--- src/rtl/mac_seq_ctrl_if.sv ---
// mac_seq_ctrl_if
// Bundles the command, chunk-stream, MAC operand/psum and result signals of
// the MAC sequencer.
//   master : operand feeders, MAC array and result consumer (testbench side)
//   slave  : mac_seq_ctrl
// Signals:
//   start/num_chunk/busy           command port
//   in_valid/in_ready/a_in/b_in    chunk operand stream (16 lanes x bw)
//   mac_a/mac_b/mac_psum           MAC operand buses and registered partial sum
//   out_valid/out_ready/out_data   accumulated dot-product result
interface mac_seq_ctrl_if #(
    parameter int bw      = 8,
    parameter int bw_psum = 22,
    parameter int pr      = 16,
    parameter int cnt_bw  = 8,
    parameter int acc_bw  = 30
);
    logic                 start;
    logic [cnt_bw-1:0]    num_chunk;
    logic                 busy;
    logic                 in_valid;
    logic                 in_ready;
    logic [pr*bw-1:0]     a_in;
    logic [pr*bw-1:0]     b_in;
    logic [pr*bw-1:0]     mac_a;
    logic [pr*bw-1:0]     mac_b;
    logic [bw_psum-1:0]   mac_psum;
    logic                 out_valid;
    logic                 out_ready;
    logic [acc_bw-1:0]    out_data;

    modport master (
        output start, num_chunk, in_valid, a_in, b_in, mac_psum, out_ready,
        input  busy, in_ready, mac_a, mac_b, out_valid, out_data
    );

    modport slave (
        input  start, num_chunk, in_valid, a_in, b_in, mac_psum, out_ready,
        output busy, in_ready, mac_a, mac_b, out_valid, out_data
    );
endinterface

--- src/rtl/mac_seq_ctrl.sv ---
// mac_seq_ctrl
// Sequences an N-chunk signed dot product through the 16-lane MAC array.
// Each accepted chunk is forwarded to the MAC operand buses in the cycle it
// is accepted; the MAC returns its partial sum one cycle later, which is
// sign-extended and added into a wide accumulator. The final sum is held on
// the result port until the consumer takes it.
// Ports:
//   clk    clock, all state on posedge
//   reset  synchronous active-high reset
//   bus    mac_seq_ctrl_if.slave (command, chunk stream, MAC, result)
//
// state | meaning
// ------+---------------------------------------------------------------
// IDLE  | waiting for start with a non-zero chunk count
// LOAD  | accepting chunks, remaining counts down on each fire
// DRAIN | last chunk's psum returns from the MAC and is accumulated
// DONE  | result presented, held until out_ready
module mac_seq_ctrl #(
    parameter int bw      = 8,
    parameter int bw_psum = 22,
    parameter int pr      = 16,
    parameter int cnt_bw  = 8,
    parameter int acc_bw  = 30
) (
    input  logic          clk,
    input  logic          reset,
    mac_seq_ctrl_if.slave bus
);

    typedef enum logic [1:0] {
        IDLE  = 2'd0,
        LOAD  = 2'd1,
        DRAIN = 2'd2,
        DONE  = 2'd3
    } state_t;

    state_t              state;
    state_t              state_nxt;

    logic [cnt_bw-1:0]   remaining;
    logic                v1;
    logic [acc_bw-1:0]   acc;
    logic [acc_bw-1:0]   acc_sum;
    logic                fire;
    logic                cmd_accept;

    logic                in_ready_c;
    logic                out_valid_c;
    logic                busy_c;

    assign fire       = bus.in_valid & in_ready_c;
    assign cmd_accept = (state == IDLE) && bus.start && (bus.num_chunk != '0);

    assign acc_sum = acc + {{(acc_bw-bw_psum){bus.mac_psum[bw_psum-1]}}, bus.mac_psum};

    // Operands are zero-gated so that non-fire cycles push zero products
    // through the MAC, which also flushes its product register after reset.
    assign bus.mac_a = fire ? bus.a_in : {(pr*bw){1'b0}};
    assign bus.mac_b = fire ? bus.b_in : {(pr*bw){1'b0}};

    assign bus.in_ready  = in_ready_c;
    assign bus.out_valid = out_valid_c;
    assign bus.busy      = busy_c;
    assign bus.out_data  = acc;

    always_ff @(posedge clk) begin
        if (reset) begin
            state <= IDLE;
        end else begin
            state <= state_nxt;
        end
    end

    always_comb begin
        state_nxt   = state;
        in_ready_c  = 1'b0;
        out_valid_c = 1'b0;
        busy_c      = 1'b1;
        case (state)
            IDLE: begin
                busy_c = 1'b0;
                if (cmd_accept) begin
                    state_nxt = LOAD;
                end
            end
            LOAD: begin
                in_ready_c = 1'b1;
                if (bus.in_valid && (remaining == cnt_bw'(1))) begin
                    state_nxt = DRAIN;
                end
            end
            DRAIN: begin
                state_nxt = DONE;
            end
            DONE: begin
                out_valid_c = 1'b1;
                if (bus.out_ready) begin
                    state_nxt = IDLE;
                end
            end
            default: begin
                state_nxt = IDLE;
                busy_c    = 1'b0;
            end
        endcase
    end

    always_ff @(posedge clk) begin
        if (reset) begin
            remaining <= '0;
            v1        <= 1'b0;
            acc       <= '0;
        end else begin
            // v1 marks that mac_psum now holds the product of the chunk
            // accepted on the previous cycle.
            v1 <= fire;
            if (cmd_accept) begin
                remaining <= bus.num_chunk;
                acc       <= '0;
            end else begin
                if (fire) begin
                    remaining <= remaining - cnt_bw'(1);
                end
                if (v1) begin
                    acc <= acc_sum;
                end
            end
        end
    end

endmodule

--- src/flat_wrapper.sv ---
// flat-port wrapper written by rule: the top's interface ports become plain ports
module mac_seq_ctrl_flat 
#(
    parameter int bw      = 8,
    parameter int bw_psum = 22,
    parameter int pr      = 16,
    parameter int cnt_bw  = 8,
    parameter int acc_bw  = 30
)
  (clk, reset, bus_start, bus_num_chunk, bus_in_valid, bus_a_in, bus_b_in, bus_mac_psum, bus_out_ready, bus_busy, bus_in_ready, bus_mac_a, bus_mac_b, bus_out_valid, bus_out_data);
  mac_seq_ctrl_if #(.bw(bw), .bw_psum(bw_psum), .pr(pr), .cnt_bw(cnt_bw), .acc_bw(acc_bw)) bus_i ();
  input  logic clk;
  input  logic reset;
  input wire logic [$bits(bus_i.start)-1:0] bus_start;
  input wire logic [$bits(bus_i.num_chunk)-1:0] bus_num_chunk;
  input wire logic [$bits(bus_i.in_valid)-1:0] bus_in_valid;
  input wire logic [$bits(bus_i.a_in)-1:0] bus_a_in;
  input wire logic [$bits(bus_i.b_in)-1:0] bus_b_in;
  input wire logic [$bits(bus_i.mac_psum)-1:0] bus_mac_psum;
  input wire logic [$bits(bus_i.out_ready)-1:0] bus_out_ready;
  output wire logic [$bits(bus_i.busy)-1:0] bus_busy;
  output wire logic [$bits(bus_i.in_ready)-1:0] bus_in_ready;
  output wire logic [$bits(bus_i.mac_a)-1:0] bus_mac_a;
  output wire logic [$bits(bus_i.mac_b)-1:0] bus_mac_b;
  output wire logic [$bits(bus_i.out_valid)-1:0] bus_out_valid;
  output wire logic [$bits(bus_i.out_data)-1:0] bus_out_data;
  assign bus_i.start = bus_start;
  assign bus_i.num_chunk = bus_num_chunk;
  assign bus_i.in_valid = bus_in_valid;
  assign bus_i.a_in = bus_a_in;
  assign bus_i.b_in = bus_b_in;
  assign bus_i.mac_psum = bus_mac_psum;
  assign bus_i.out_ready = bus_out_ready;
  assign bus_busy = bus_i.busy;
  assign bus_in_ready = bus_i.in_ready;
  assign bus_mac_a = bus_i.mac_a;
  assign bus_mac_b = bus_i.mac_b;
  assign bus_out_valid = bus_i.out_valid;
  assign bus_out_data = bus_i.out_data;
  mac_seq_ctrl #(.bw(bw), .bw_psum(bw_psum), .pr(pr), .cnt_bw(cnt_bw), .acc_bw(acc_bw)) u_core (.clk(clk), .reset(reset), .bus(bus_i));
endmodule
--- config.mk ---
export PLATFORM = sky130hd
export DESIGN_NAME = mac_seq_ctrl_flat
export DESIGN_NICKNAME = d
export VERILOG_FILES = /design/src/rtl/mac_seq_ctrl_if.sv /design/src/rtl/mac_seq_ctrl.sv /design/src/flat_wrapper.sv
export SDC_FILE = /design/constraint.sdc
export NUM_CORES = 1
export LEC_CHECK = 0
export CORE_AREA = 2 2 225 227
export DETAILED_ROUTE_END_ITERATION = 10
export DIE_AREA = 0 0 227 229
export HOLD_SLACK_MARGIN = 0.03
export PLACE_DENSITY = 0.37
export SETUP_SLACK_MARGIN = 0.15
export SYNTH_ARGS = -nofsm -noshare
export SYNTH_HDL_FRONTEND = slang
export SYNTH_SLANG_ARGS = --single-unit
export TNS_END_PERCENT = 20
--- constraint.sdc ---
create_clock -name clk -period 2.91 [get_ports clk]
set_input_delay 0.582 -clock clk [delete_from_list [all_inputs] [get_ports clk]]
set_output_delay 0.582 -clock clk [all_outputs]
set_load 0.005 [all_outputs]
Yosys cells after proc, flatten, opt, wreduce, memory -nomap -nowiden
Index checks and enable logic that the tools add are counted.
- register bits after elaboration: 41
- output and inout port bits: 289
- word-level logic and storage cells: 33
- add/subtract/negate cells: 2
- equality and inequality tests: 7
- mux-type cells: 11
- bitwise logic cells: 1
- reduce and logical (&&, ||, !) cells: 8
- operators by type and width (operator ; count):
    $mux 128 ; 2
    $add 30x30->30 ; 1
    $mux 8 ; 2
    $eq 8x1->1 const B ; 1
    $pmux 2 s4 ; 1
    $reduce_bool 8->1 ; 1
    $sub 8x1->8 const B ; 1
    $mux 2 ; 3
    $eq 2x2->1 const B ; 2
    $ne 2x1->1 const B ; 2
    $logic_and 1x1->1 ; 3
    $mux 1 ; 3
    $reduce_and 3->1 ; 1
    $eq 2x1->1 const B ; 1
    $logic_not 2->1 ; 1
    $ne 2x2->1 const B ; 1
    $reduce_bool 2->1 ; 1
    $reduce_or 2->1 ; 1
    $and 1x1->1 ; 1

Longest topological paths before layout
Gate-level depths: netlist (run 1).
- depth in word-level cells: 5
- gate-level depth with buffers: 12
- gate-level depth less buffers: 12

Least setup slack after synthesis (run 1)
Ideal clock, no wire load.
- path type: input to register
- start point: input port bus_mac_psum[13]
- end point: register u_core.acc[24], in the netlist u_core.bus.out_data[24]
- setup time: 0.086 ns
- arrival time: 2.556 ns
- required time: 2.824 ns
- slack: 0.269 ns
- cell stages on the path: 10
- buffers on the path: 0
- cell sequence: ha_1 > a211o_1 > a21oi_2 > o21bai_1 > a21o_1 > a21oi_1 > a21oi_1 > o41ai_2 > xor2_1 > a211oi_1
- longest elaborated chain between the ends: 1
- ends and longest elaborated chain (item ; line ; source):
    from (decl) ; flat_wrapper.sv:19 ; input wire logic [$bits(bus_i.mac_psum)-1:0] bus_mac_psum;
    $add 30x30->30 ; mac_seq_ctrl.sv:54 ; assign acc_sum = acc + {{(acc_bw-bw_psum){bus.mac_psum[bw_psum-1]}}, bus.mac_psum};
    to (signal assigned) ; mac_seq_ctrl.sv:125 ; acc <= acc_sum;
    to (decl) ; mac_seq_ctrl.sv:42 ; logic [acc_bw-1:0] acc;
No other way between the ends.
A chain may end at the register's enable or synchronous reset.

Worst setup path in the final report (run 1)
- start point: register u_core.state[1]
- end point: output port bus_mac_b[98]
- longest elaborated chain between the ends: 4
- ends and longest elaborated chain (item ; line ; source):
    from (decl) ; mac_seq_ctrl.sv:37 ; state_t state;
    from (signal assigned) ; mac_seq_ctrl.sv:70 ; state <= state_nxt;
    $eq 2x1->1 ; mac_seq_ctrl.sv:79 ; case (state)
    $mux 1 ; mac_seq_ctrl.sv:79 ;
    $and 1x1->1 ; mac_seq_ctrl.sv:51 ; assign fire = bus.in_valid & in_ready_c;
    $mux 128 ; mac_seq_ctrl.sv:59 ; assign bus.mac_b = fire ? bus.b_in : {(pr*bw){1'b0}};
    to (decl) ; flat_wrapper.sv:24 ; output wire logic [$bits(bus_i.mac_b)-1:0] bus_mac_b;
No other way between the ends.

==> summary.md, run 1 <==
| Metric | Value |
|---|---|
| Status | completed |
| Final cycle utilization of the critical path | 95.7% |
| Startpoint Class | flop |
| Skew final | 0.00848 ns |
| Via count | 7923 |
| DRT iter0 DRCs | 411 |
| Clock sinks | 41 |
| Worst path cell trace | inv_2, ha_4, buf_4, and3_1, clkdlybuf4s50_1 |
| GP Congestion | 0.873 |
| Num CTS Buffers | 5 |
| Synth area leader | and3_1 |
| Share of layout cells above drive strength 1 | 12.4% |
| Grt total ovfl | 0 |
| Pin count of the biggest net entering global routing | 93 |
| I/O pins | 580 |
| DR WL/cell | 24.3 µm |
| Area growth, synth to finish | 156% |
| Synth area leaders | and3_1, dfxtp_1, ha_1 |
| Critical-path top delay cell | clkdlybuf4s50_1 |
| Max Clk Rate | 0.359 GHz |
| Initial DRT Pass Iterations | 5 |
| GR Util All Layers | 17.5% |
| Dominant synthesized flop cell | dfxtp_1 |
| Final HPWL DP | 42300 µm |
| Gate Count Post-Synth | 708 |
| Fin crit period | 2.78 ns |
| Post-route DRC | 0 |
| Critical Path End Type | primary output |
| Data arrival, critical path | 2.20 ns |
| Clock Tree Root | clkbuf_16 |
| Vias/cell | 3.95 |
| Fraction of registers with async set/reset | 0% |
| Lkg Pwr | 6.39 nW |
| Max incr delay on CP | 0.53 ns |
| Seq/Total Area, Yosys | 16.3% |
| Initial antenna violation count | 24 |
| Die Span Y | 229 µm |
| Die width | 227 µm |
| Final setup violating endpoints | 0 |
| Initial core utilization | 10.1% |
| H-tree levels | 2 |
| Worst Max-Slew Pin Slew | 0.796 ns |
| Hold crit path type | flop to flop |
| Delay-heaviest family, CP | buffers and inverters |
| Total wire length | 48700 µm |
| CTS tree | built |
| Unrepaired setup endpoints after global routing | true |
| Fin util | 26.0% |
| Fin Hold WS | 0.478 ns |
| CTS clk-pin slew, worst paths | 0.07 ns |
| WS Path Type | flop to primary output |
| Global-route wire length before repair | 63800 µm |
| Synth cell types | 53 |
| Final ANT Viol Nets | 0 |
| Syn Area/Cell | 7.12 µm² |
| Hold Vio Cnt, Final | 0 |
| Peak supply drop | 262 µV |
| Core area | 49700 µm² |
| Clock buffer depth | 2 |
| # port buffers | 579 |
| Flops & latches, synth | 41 |
| Critical path fanouts, max | 46 |
| Commonest cells post-synth | and3_1, clkbuf_1, nor2_1 |
| Die area | 52000 µm² |
| # nets final | 1654 |
| Cell Area, Synth | 5040 µm² |
| Slew HR | 46.9% |
| Critical Path RT | 2.33 ns |
| Fin. max-slew vios | 0 |
| Worst-Skew Late Latency | 0.29 ns |
| Area fraction of the dominant cell type after synthesis | 32.3% |
| Vias in the first global route | 8055 |
| Max Cap Viol | 0 |
| YS warnings | 0 |
| Cell area power density | 388 nW/µm² |
| Most frequent cell after synthesis | and3_1 |
| Row count | 82 |
| Buffers and inverters on the worst path | 3 |
| Syn_nets | 1036 |
| Post-synth EDFFs | 0 |
| # fillers | 5474 |
-- area by class of cell --
class | instances | area [µm²] | share of cell area, %
inverters | 12 | 45.0 | 0.349
repair buffers | 681 | 6800 | 52.7
clock buffers | 6 | 139 | 1.08
clock inverters | 2 | 37.5 | 0.291
well taps | 672 | 841 | 6.52
multi-input cells | 585 | 4190 | 32.5
diodes | 9 | 22.5 | 0.175
flip-flops and latches | 41 | 822 | 6.37
-- metrics by stage --
| stage | area, µm² | setup TNS, ns | power [mW] | cells | setup slack [ns] |
|---|---|---|---|---|---|
| finish | 12900 | 0 | 5.01 | 2008 | 0.127 |
| global route | 12900 | 0 | 5.33 | 2000 | 0.0373 |
| detailed placement | 12200 | -5.59 | 4.15 | 1980 | -0.482 |
| global placement | 12200 | -5.33 | 4.14 | 1980 | -0.448 |
| floorplan | 5040 | 0 | 1.94 | 708 | 0.269 |
| CTS | 12500 | 0 | 4.89 | 1993 | 0.0586 |
-- final timing paths --
kind                            slack [ns]  cells after the start                              endpoint                                 start
worst min register to register        0.48                      2  u_core.bus.out_data[18]$_SDFFE_PP0P_  u_core.bus.out_data[18]$_SDFFE_PP0P_
worst min-delay path                  0.48                      2  u_core.bus.out_data[18]$_SDFFE_PP0P_  u_core.bus.out_data[18]$_SDFFE_PP0P_
worst max-delay path                  0.13                      5                         bus_mac_b[98]          u_core.state[1]$_SDFFE_PP0P_
worst max register to register        0.29                     10  u_core.bus.out_data[23]$_SDFFE_PP0P_   u_core.bus.out_data[1]$_SDFFE_PP0P_
-- cell families (layout without fill, tap and decap cells) --
group,after synthesis,count (layout),synth area share [%]
and+or+nand+nor,391,391,44.4
AOI/OAI and AO/OA,112,112,15.5
buffers and inverters,82,701,6.13
DFF,41,41,16.3
adders and majority gates,37,37,9.33
xor gates and xnor gates,27,27,4.69
muxes,18,18,3.57
other,0,9,0
-- flip-flops by register name, summed over array words and instances (netlist names) --
| register | cells |
|---|---|
| u_core.state | 2 |
| u_core.v1 | 1 |
| u_core.remaining | 8 |
| u_core.bus.out_data | 30 |
-- per-layer routing --
layer / global-route usage (%) / vias to the layer above / routed length [µm]
met5: 0 / - / 232
met4: 6.23 / 34 / 1880
met3: 9.39 / 75 / 6440
met2: 27.4 / 348 / 21300
met1: 20.1 / 3656 / 18900
li1: - / 3810 / -
-- power by group --
part | switching, mW | internal [mW]
clock network | 0.265 | 0.430
logic | 1.69 | 1.92
registers | 0.0750 | 0.636
-- what timing repair did --
item	4_1_cts	5_1_grt
gates cloned	0	2
resized for setup	46	71
pin swaps	25	26
endpoints found under the setup margin	58	172
buffers inserted	5	4
hold buffers	0	0
-- tightest hold or removal path: cells and delay by family, from the launching register on --
family | cells | cell delay, ns
flops | 1 | 0.33
compound gates | 1 | 0.05
simple gates | 1 | 0.06
-- layout by cell type, fill, tap and decap left out, types with 10 or more instances in the layout --
cell and instances:
dfxtp_1 40, a211oi_1 10, dlymetal6s2s_1 44, mux2i_1 18
clkdlybuf4s50_1 524, xor2_1 11, a21oi_1 21, nand3_1 10
nand2_1 28, a21o_1 14, buf_4 91, ha_4 11
inv_1 11, ha_1 23, nor2_1 49, xnor2_1 16
and3_1 255
(Power assumes the default switching activity.)
==> inputs of run 2 (changes only) <==
CTS_CLUSTER_SIZE = 25   (was default)
RECOVER_POWER = 100   (was default)
==> run 2 against run 1 <==
Via count grew 0.35%. First-iteration DRC count shrank 5.1%. Sequential power is essentially flat. Global-route usage is the same. Sequential cell count is the same. Worst hold slack lost 0.0035 ns. Die area is the same. Setup slack lost 0.011 ns. Largest cell class unchanged.
==> summary.md, run 2 (synthesized netlist as in run 1, its figures left out) <==
| Metric | Value |
|---|---|
| Status | completed |
| Unrepaired setup endpoints after global routing | true |
| GP Congestion | 0.873 (unchanged) |
| # fillers | 5514 (+0.73%) |
| Gate power share | 70.7% (-1.3 points) |
| Fin crit period | 2.79 ns (+0.0107 ns) |
| WS Path Type | flop to primary output |
| H-tree levels | 2 (unchanged) |
| DR WL/cell | 24.3 µm (+0.20%) |
| Hold Vio Cnt, Final | 0 (unchanged) |
| Sw frac | 42.0% (+1.6 points) |
| Sequential group share of total power | 14.8% (+0.6 points) |
| DRT iter0 DRCs | 390 (-5.1%) |
| GR Util All Layers | 17.5% (unchanged) |
| Clock sinks | 41 (unchanged) |
| Final HPWL DP | 42300 µm (unchanged) |
| Final cycle utilization of the critical path | 96.0% (+0.37 points) |
| Delay-heaviest family, CP | buffers and inverters |
| Via count | 7951 (+0.35%) |
| Internal Power | 2.78 mW (-7.0%) |
| Cell area power density | 382 nW/µm² (-1.8%) |
| Vias/cell | 3.96 (+0.45%) |
| Max Clk Rate | 0.358 GHz (-0.38%) |
| Final setup violating endpoints | 0 (unchanged) |
| Total Power | 4.79 mW (-4.5%) |
| Hold crit path type | flop to flop |
| Fin Hold WS | 0.475 ns (-0.00347 ns) |
| CTS tree | built |
| Core area | 49700 µm² (unchanged) |
| Most frequent cells in the layout | clkdlybuf4s50_1, and3_1, dlygate4sd3_1, buf_4, nor2_1 |
| Total wire length | 48800 µm (about the same) |
| Initial core utilization | 10.1% (unchanged) |
| Num CTS Buffers | 5 (unchanged) |
| Worst reg2reg path depth | 10 (unchanged) |
| CTS clk-pin slew, worst paths | 0.07 ns (about the same) |
| Peak supply drop | 261 µV (-0.25%) |
| Hold Startpoint | u_core.bus.out_data[18]$_SDFFE_PP0P_ |
| Die Span Y | 229 µm (unchanged) |
| I/O pins | 580 (unchanged) |
| Max incr delay on CP | 0.72 ns (+0.19 ns) |
| Area growth, synth to finish | 149% |
| Critical Path RT | 2.33 ns (about the same) |
| Skew final | 0.00875 ns (+0.000268 ns) |
| Startpoint Class | flop |
| Clock Tree Root | clkbuf_16 |
| Critical Path End Type | primary output |
| Number of flip-flops in the largest register | 30 (unchanged) |
| Reg2reg end | u_core.bus.out_data[23]$_SDFFE_PP0P_ |
| Slew HR | 46.8% (-0.049 points) |
| Die area | 52000 µm² (unchanged) |
| Share of layout cells above drive strength 1 | 11.9% (-0.45 points) |
| Hold Path Depth | 2 (unchanged) |
| Global-route wire length before repair | 63800 µm (unchanged) |
| Vias in the first global route | 8055 (unchanged) |
| # port buffers | 579 (unchanged) |
| Post-route DRC | 0 (unchanged) |
| Psw | 2.01 mW (-0.69%) |
| Die width | 227 µm (unchanged) |
| Commonest non-fill, non-tap cell in the layout | clkdlybuf4s50_1 |
| Lkg Pwr | 6.36 nW (-0.51%) |
| R2R setup slack | 0.26 ns (-0.03 ns) |
| Pin count of the biggest net entering global routing | 93 (unchanged) |
| Design area | 12500 µm² (-2.8%) |
| Clk network pwr share | 14.5% (+0.6 points) |
| Final ANT Viol Nets | 0 (unchanged) |
| Buffers and inverters on the worst path | 3 (unchanged) |
| Worst Max-Slew Pin Slew | 0.797 ns (+0.000733 ns) |
| Clock buffer depth | 2 (unchanged) |
| Worst Hold End | u_core.bus.out_data[18]$_SDFFE_PP0P_ |
| # hold bufs at CTS | 0 (unchanged) |
| Worst-Skew Late Latency | 0.29 ns (about the same) |
| Row count | 82 (unchanged) |
| Critical path fanouts, max | 28 (-39%) |
| Initial antenna violation count | 25 (+4.2%) |
| Max Cap Viol | 0 (unchanged) |
| # nets final | 1654 (unchanged) |
| R2r startpoint | u_core.bus.out_data[1]$_SDFFE_PP0P_ |
| Fin. max-slew vios | 0 (unchanged) |
| Data arrival, critical path | 2.21 ns (about the same) |
| Grt total ovfl | 0 (unchanged) |
| Instance area at placement | 12200 µm² (unchanged) |
| Initial DRT Pass Iterations | 5 (unchanged) |
| Worst path cell trace | inv_2, ha_4, buf_4, and3_1, clkdlybuf4s50_1 |
| Critical-path top delay cell | clkdlybuf4s50_1 |
==> run 2: changes by cell type in the layout (fill, tap and decap cells not counted), moves of 3 or more <==
cell	before	now
buf_4	91	86
clkbuf_4	0	3
clkdlybuf4s50_1	524	319
clkbuf_1	0	35
dlygate4sd3_1	0	205
dlymetal6s2s_1	44	10
==> run 2: how the worst max path moves through the flow <==
| stage | from | endpoint | slack [ns] | cells past startpoint |
|---|---|---|---|---|
| floorplan | bus_mac_psum[13] | u_core.bus.out_data[24]$_SDFFE_PP0P_ | 0.27 | 10 |
| global placement | bus_mac_psum[0] | u_core.bus.out_data[27]$_SDFFE_PP0P_ | -0.45 | 12 |
| detailed placement | bus_mac_psum[0] | u_core.bus.out_data[27]$_SDFFE_PP0P_ | -0.48 | 12 |
| CTS | u_core.state[1]$_SDFFE_PP0P_ | bus_mac_a[14] | 0.06 | 5 |
| global route | bus_num_chunk[1] | u_core.bus.out_data[26]$_SDFFE_PP0P_ | 0.02 | 8 |
| finish | u_core.state[1]$_SDFFE_PP0P_ | bus_mac_b[10] | 0.12 | 5 |
==> run 2: metrics by stage <==
| step | std cells | setup TNS [ns] | setup WS (ns) | util [%] |
|---|---|---|---|---|
| after global placement | 1980 | -5.33 | -0.448 | 24.5 |
| after global routing | 2000 | 0 | 0.0196 | 25.2 |
| final | 2006 | 0 | 0.116 | 25.3 |
| after CTS | 1993 | 0 | 0.0586 | 25.3 |
| after detailed placement | 1980 | -5.59 | -0.482 | 24.5 |
| after floorplan | 708 | 0 | 0.269 | - |
==> run 2: power by group through the flow <==
stage                     sequential [mW]  clock [mW]  combinational (mW)
after detailed placement            0.717           0                3.43
after global routing                0.720       0.735                3.65
after CTS                           0.708       0.719                3.46
final                               0.710       0.695                3.38
after floorplan                     0.698           0                1.24
after global placement              0.717           0                3.42
==> run 2: layout make-up <==
type | count | area, µm² | share of cell area [%]
clock inverter | 2 | 37.5 | 0.299
tap | 672 | 841 | 6.70
clock buffer | 6 | 139 | 1.11
timing repair buffer | 681 | 6480 | 51.7
multi-input combinational | 585 | 4160 | 33.2
sequential | 41 | 822 | 6.55
inverter | 12 | 45.0 | 0.359
antenna | 7 | 17.5 | 0.140
==> run 2: worst reg2reg max path, delay by kind of cell, from the launching register on <==
family / cells / cell delay, ns
and+or+nand+nor: 3 / 0.69
adders and majority gates: 1 / 0.23
AOI/OAI and AO/OA: 6 / 1.20
DFF: 1 / 0.40
==> run 2: routing by layer <==
layer  wire length, µm  up-vias  GRT usage, %
met5               266        -             0
li1                  -     3805             -
met4              2090       38          6.23
met1             19600     3663          20.1
met3              5740       86          9.39
met2             21100      359          27.4
==> run 2: timing repair <==
action                     in CTS  in global routing
pin swaps                      25                 26
cloned                          0                  2
setup endpoints to repair      58                172
resized for setup              46                 71
setup buffers                   5                  4
